`config.mk`:
```
export PLATFORM = sky130hd
export DESIGN_NAME = mc_bridge_driver
export DESIGN_NICKNAME = d
export VERILOG_FILES = /design/src/rtl/mc_bridge_driver.sv
export SDC_FILE = /design/constraint.sdc
export NUM_CORES = 1
export LEC_CHECK = 0
export ABC_AREA = 1
export CAP_MARGIN = 20
export CORE_ASPECT_RATIO = 0.8
export CORE_MARGIN = 4
export CORE_UTILIZATION = 58
export DETAILED_ROUTE_END_ITERATION = 10
export HOLD_SLACK_MARGIN = 0.15
export PLACE_DENSITY = 0.87
export RECOVER_POWER = 100
export SYNTH_ARGS = -nofsm -noshare
export SYNTH_HDL_FRONTEND = slang
export SYNTH_SLANG_ARGS = --single-unit
```
`constraint.sdc`:
```
create_clock -name CLK -period 2.8 [get_ports CLK]
set_input_delay 0.56 -clock CLK [delete_from_list [all_inputs] [get_ports CLK]]
set_output_delay 0.56 -clock CLK [all_outputs]
set_load 0.1 [all_outputs]
```
`src/rtl/mc_bridge_driver.sv`:
```
// mc_bridge_driver
//   Receiving end of the 5-bit motor-controller command word. Decodes the direction field into
//   H-bridge leg controls, gates the enable with a PWM derived from the power field, and inserts
//   a fixed all-off dead-time on every exit from a driven state so the bridge cannot shoot through.
//
// Ports
//   CLK    in   1  system clock, rising edge
//   RST_N  in   1  synchronous reset, active low
//   MC     in   5  command: [1:0] 00 fwd, 01 neutral, 10 rev, 11 invalid (neutral); [4:2] power
//   HB_A   out  1  bridge leg A high (forward)
//   HB_B   out  1  bridge leg B high (reverse)
//   HB_EN  out  1  PWM-gated bridge enable
//   STATE  out  2  00 COAST, 01 FWD, 10 REV, 11 DEAD
//   BUSY   out  1  high while in DEAD
module mc_bridge_driver #(
    parameter int unsigned PWM_DIV     = 4,
    parameter int unsigned DEAD_CYCLES = 16
) (
    input  logic       CLK,
    input  logic       RST_N,
    input  logic [4:0] MC,
    output logic       HB_A,
    output logic       HB_B,
    output logic       HB_EN,
    output logic [1:0] STATE,
    output logic       BUSY
);

    localparam int unsigned DivW  = (PWM_DIV > 1) ? $clog2(PWM_DIV) : 1;
    localparam int unsigned DeadW = (DEAD_CYCLES > 1) ? $clog2(DEAD_CYCLES) : 1;
    localparam logic [DivW-1:0]  DivLast  = DivW'(PWM_DIV - 1);
    localparam logic [DeadW-1:0] DeadLoad = DeadW'(DEAD_CYCLES - 1);

    typedef enum logic [1:0] {
        StCoast = 2'b00,
        StFwd   = 2'b01,
        StRev   = 2'b10,
        StDead  = 2'b11
    } state_e;

    // Input stage and PWM datapath
    logic [4:0]      mc_q;
    logic [DivW-1:0] div_q, div_d;
    logic [2:0]      slice_q, slice_d;
    logic [2:0]      duty_q, duty_d;
    logic            div_wrap, period_wrap, pwm_on_d;

    // FSM
    state_e           state_q, state_d;
    logic [DeadW-1:0] dead_q, dead_d;
    logic             hb_a_q, hb_a_d;
    logic             hb_b_q, hb_b_d;
    logic             hb_en_q, hb_en_d;
    logic             busy_q, busy_d;
    logic             dir_fwd, dir_rev;

    assign dir_fwd = (mc_q[1:0] == 2'b00);
    assign dir_rev = (mc_q[1:0] == 2'b10);

    always_comb begin
        div_wrap    = (div_q == DivLast);
        period_wrap = div_wrap && (slice_q == 3'd7);
        div_d       = div_wrap ? '0 : div_q + 1'b1;
        slice_d     = div_wrap ? slice_q + 3'd1 : slice_q;
        // Duty only changes on a period boundary, so a pulse is never cut short or stretched.
        duty_d      = period_wrap ? mc_q[4:2] : duty_q;
        // Evaluated on next-cycle counter values so the registered enable lines up with slice 0.
        pwm_on_d    = (slice_d <= duty_d);
    end

    always_ff @(posedge CLK) begin
        if (!RST_N) begin
            mc_q    <= 5'b00001;
            div_q   <= '0;
            slice_q <= '0;
            duty_q  <= '0;
        end else begin
            mc_q    <= MC;
            div_q   <= div_d;
            slice_q <= slice_d;
            duty_q  <= duty_d;
        end
    end

    // State register
    always_ff @(posedge CLK) begin
        if (!RST_N) begin
            state_q <= StCoast;
            dead_q  <= '0;
            hb_a_q  <= 1'b0;
            hb_b_q  <= 1'b0;
            hb_en_q <= 1'b0;
            busy_q  <= 1'b0;
        end else begin
            state_q <= state_d;
            dead_q  <= dead_d;
            hb_a_q  <= hb_a_d;
            hb_b_q  <= hb_b_d;
            hb_en_q <= hb_en_d;
            busy_q  <= busy_d;
        end
    end

    // Next-state logic
    always_comb begin
        state_d = state_q;
        dead_d  = dead_q;
        unique case (state_q)
            StCoast: begin
                if (dir_fwd) begin
                    state_d = StFwd;
                end else if (dir_rev) begin
                    state_d = StRev;
                end
            end
            StFwd: begin
                if (!dir_fwd) begin
                    state_d = StDead;
                    dead_d  = DeadLoad;
                end
            end
            StRev: begin
                if (!dir_rev) begin
                    state_d = StDead;
                    dead_d  = DeadLoad;
                end
            end
            StDead: begin
                // Exit target comes from the command present now, not the one that caused DEAD.
                if (dead_q == '0) begin
                    if (dir_fwd) begin
                        state_d = StFwd;
                    end else if (dir_rev) begin
                        state_d = StRev;
                    end else begin
                        state_d = StCoast;
                    end
                end else begin
                    dead_d = dead_q - 1'b1;
                end
            end
            default: begin
                state_d = StCoast;
            end
        endcase
    end

    // Output logic, registered alongside the state
    always_comb begin
        hb_a_d  = 1'b0;
        hb_b_d  = 1'b0;
        hb_en_d = 1'b0;
        busy_d  = 1'b0;
        unique case (state_d)
            StFwd: begin
                hb_a_d  = 1'b1;
                hb_en_d = pwm_on_d;
            end
            StRev: begin
                hb_b_d  = 1'b1;
                hb_en_d = pwm_on_d;
            end
            StDead: begin
                busy_d = 1'b1;
            end
            default: begin
            end
        endcase
    end

    assign HB_A  = hb_a_q;
    assign HB_B  = hb_b_q;
    assign HB_EN = hb_en_q;
    assign STATE = state_q;
    assign BUSY  = busy_q;

endmodule
```
* Word level (Yosys, flattened, before mapping) *
Index checks and enable logic that the tools add are counted.

storage, ports and cells
  flip-flop bits (word level) = 23
  output and inout bits = 6
  input bits = 7
  logic and storage cells = 53

operators by class
  add/sub/neg operators = 3
  eq/ne operators = 12
  multiplexer cells = 17
  reduce and logical (&&, ||, !) cells = 9
  magnitude comparators = 1
  bitwise gates (word level) = 1

operators by type and width
  cell                                                                 count
  2-bit two-way mux                                                    7
  2-bit == test (second input constant)                                6
  4-bit two-way mux                                                    3
  4-bit one-hot mux with 3 select lines                                1
  2-bit one-hot mux with 4 select lines                                1
  3-bit two-way mux                                                    2
  2-bit inequality test (second input constant)                        3
  2-bit by 1-bit == test with 1-bit output (second input constant)     2
  2-bit zero test                                                      2
  4-bit zero test                                                      1
  4-bit AND reduction                                                  1
  2-bit OR reduction                                                   2
  4-bit by 1-bit subtractor with 4-bit output (second input constant)  1
  3-bit by 1-bit adder with 3-bit output (second input constant)       1
  3-bit == test (second input constant)                                1
  3-bit <= comparator                                                  1
  1-bit two-way mux                                                    3
  3-bit nonzero test                                                   1
  2-bit by 1-bit adder with 2-bit output (second input constant)       1
  2-bit AND reduction                                                  1
  1-bit logical AND                                                    1
  1-bit inverter                                                       1

* Depth between registers and ports, before layout *
  depth after elaboration = 8
  depth in mapped cells = 12
  gate-level depth less buffers = 12

* Worst setup path before layout *
Ideal clock, no wire load.

  kind = reg2reg
  start = register state_q[1], in the netlist STATE[1]
  end = register hb_en_q, in the netlist HB_EN
  slack = 481 ps
  clock period less this slack = 2,319 ps
  library setup time = 78 ps
  data arrival time = 2,241 ps
  data required time = 2,722 ps
  cell stages (with the launch flop) = 10
  path buffers = 0
  cells stage by stage = dfxtp_1 inv_1 ha_1 nor2_1 o21a_1 nand2_1 nand2_2 inv_1 ha_1 nor3_1

between the ends
  elaborated cells between the ends (all ways) = 14
  those cells by class = eq/ne (5); mux (6); reduce/logical (3)

RTL lines
  element                                                                           line  RTL
  start, declared                                                                   49    state_e state_q, state_d;
  start signal, assigned                                                            88    state_q <= StCoast;
  start signal, assigned                                                            95    state_q <= state_d;
  2-bit == test, or another cell as far along                                       108   unique case (state_q)
  2-bit one-hot mux with 4 select lines (*)                                         108
  net state_d[0]                                                                    49
  2-bit == test / 2-bit by 1-bit == test with 1-bit output (equally long branches)  154   unique case (state_d)
  2-bit OR reduction (no source line) (*)                                           n/a
  2-bit AND reduction (no source line) (*)                                          n/a
  end signal, assigned                                                              99    hb_en_q <= hb_en_d;
  end, declared                                                                     53    logic hb_en_q, hb_en_d;

Mark *: on every way through the listed nets, which the timed path passes. The rest lies on a longest branch.
A chain may end at the register's enable or synchronous reset.

* Worst setup path after layout *
  start = register state_q[0], in the netlist STATE[0]
  end = output port STATE[0]

RTL lines
  element        line  RTL
  end, declared  25    output logic [1:0] STATE,

No word-level cell between the ends.

==> results.toml <==
[routing]
vias_per_cell = 5.22
routed_wl_mm = 2.27
ant_nets = 0
drc = 0
via_count = 965
first_pass_iters = 4
post_drt_wl_per_cell_um = 12.3
drtIter0Drc = 27

[yosys]
synthesis.area_um2 = 1180
synth_edf_count = 0
seq_area_frac_synth_pct = 39.0
synth.distinct_cells = 27
synth-xor-area-share_pct = 0.742
ys.flop_type = "dfxtp_1"
synthAdderAreaFrac_pct = 15.9
ys_ff_latch = 23
synth-compound-area-share_pct = 9.44
ys_async_sr_fraction_pct = 0
synth_cells = 147
synth_top_family_by_area = "simple AND/OR/NAND/NOR gates"
synth_mux_area_share_pct = 1.70
yosysWarnings = 0
synth_nets = 169
post_synth.cell_area_avg_um2 = 8.03
synth-simple-area-share_pct = 24.7

[clock_tree]
clock_latency_ps = 310
hold_buffers = 0
numClockSinks = 23
cts_resized = 0
cts_buffers = 3
postCtsSetupBuffers = 0
path_clk_slew_ps = 120
cts-root-buf = "clkbuf_4"
htreeDepth = 1
clockBufferDepth = 2
tritoncts = "built"

[die]
core_um2 = 1910
dieArea_um2 = 2820
die_x_um = 58.4
floorplan.rows = 14
ioPinCount = 13
die_y_um = 48.3
initial_utilization_pct = 61.8

[power_and_ir_drop]
power.switching_uw = 718
comb_power_share_pct = 57.3
clkPwrFrac_pct = 11.0
seq_power_share_pct = 31.7
vdd_drop_max_mv = 0.848
intPower_uw = 669
netSwitchingFraction_pct = 51.8
leakage_uw = 0.000667
cellPowerDensity_nw_per_um2 = 1070

[final_layout]
n_antenna_cell = 0
fillerInstances = 166
design_area_um2 = 1300
area_delta_synth_final_pct = 10.2
layout-drive-gt1-share_pct = 9.94
final_cell_mix = "nand2_1 (33), dfxtp_1 (23), inv_1 (21)"
nets = 184
finalNonFillerCells = 185
final_common_cell = "nand2_1"

[global_route]
grt_overflow_total = 0
grt_max_degree = 16
track_usage_pct = 18.0
grt_pass1_vias = 957
grt_pass1_wl_mm = 3.87
antenna_found_initial = 0

[critical_path]
crit_chain = "clkbuf_1"
critPathArrivalTime_ps = 1630
cp_slowest_cell = "clkbuf_1"
cp_top_family = "buffers and inverters"
crit_fanout = 5
max_stage_delay_ps = 880
worstSetupEndpointType = "output pin"
critPathBufInv = 1
cp.required_ps = 2240
cp-start-kind = "flop"
path_class = "reg -> out"

[sta]
max_freq_mhz = 456
finalCritPeriodShare_pct = 78.3
relSlewSlack_pct = 22.5
tns_ps = 0
final-setup-viol-count = 0
skew_ps = 4.14
final.min_clock_period_ps = 2190
tightest_slew_ps = 1170
final_max_slew_viol_count = 0
hold_viol = 0
rsz0062_at_grt = "no"

[min_path]
hp-class = "reg -> reg"

[placement]
port-buffer-count = 12
gp_congestion = 0.869
place.detailed.hpwl_mm = 1.89
placed_cell_area_um2 = 1310
dpl.cell_count = 181

[run]
maxCapViolCount = 0

[run_status]
status = "completed"
-- metrics by stage --
step           util [%]  total power, uW  hold WS, ps  worst slack [ps]
2_1_floorplan         -             1130          404               481
3_3_place_gp       68.3             1260          417              1020
3_5_place_dp       68.3             1290          416               912
4_1_cts            69.8             1440          434               883
5_1_grt            68.1             1490          449               548
6_report           68.1             1390          431               608
-- flip-flops by register name, summed over array words and instances, names as in the netlist --
register  cells
div_q         2
dead_q        4
HB_B          1
duty_q        3
HB_A          1
BUSY          1
slice_q       3
STATE         2
mc_q          5
HB_EN         1
-- worst paths after layout --
kind	start	end	slack (ps)	cells after the start
worst max register to register	slice_q[0]	HB_EN	860	8
worst min register to register	div_q[0]	div_q[0]	430	1
worst max-delay path	STATE[0]	STATE[0]	610	1
worst min-delay path	div_q[0]	div_q[0]	430	1
-- cell families (layout without fill, tap and decap cells) --
group | after synthesis | after routing
muxes | 2 | 2
and+or+nand+nor | 63 | 63
adders and majority gates | 15 | 15
buffers and inverters | 26 | 40
DFF | 23 | 23
AOI/OAI and AO/OA | 17 | 17
xor gates and xnor gates | 1 | 1
-- cell usage after synthesis (3+ instances only) --
cell     count  area share [%]
a21oi_1      5             2.1
inv_1       20             6.4
nor2_2       3             1.6
nor2_1       9             2.9
nand2_1     32              10
inv_2        3            0.95
nand3_1      7             3.0
nand2_2      4             2.1
ha_1        15              16
a21oi_2      3             2.2
dfxtp_1     23              39
-- power by group through the flow --
stage	sequential, uW	combinational (uW)	clock, uW
after floorplan	682	446	0
after global placement	446	816	0
after detailed placement	448	845	0
after CTS	441	846	155
after global routing	447	872	173
final	440	795	152
-- layer usage --
layer  global-route usage, %  wire length [um]
met1                    20.1               983
met2                    29.4              1100
met3                    6.65               139
met4                    9.27                50
met5                       0                 0
-- area by class of cell --
cell class / count / area (um2) / share of cell area [%]
multi-input combinational: 98 / 609 / 46.9
sequential: 23 / 460 / 35.4
inverter: 24 / 90.1 / 6.93
timing repair buffer: 12 / 82.6 / 6.35
tap: 24 / 30.0 / 2.31
clock buffer: 3 / 22.5 / 1.73
clock inverter: 1 / 5.00 / 0.385
No activity file was read; power rests on OpenSTA's default activity.
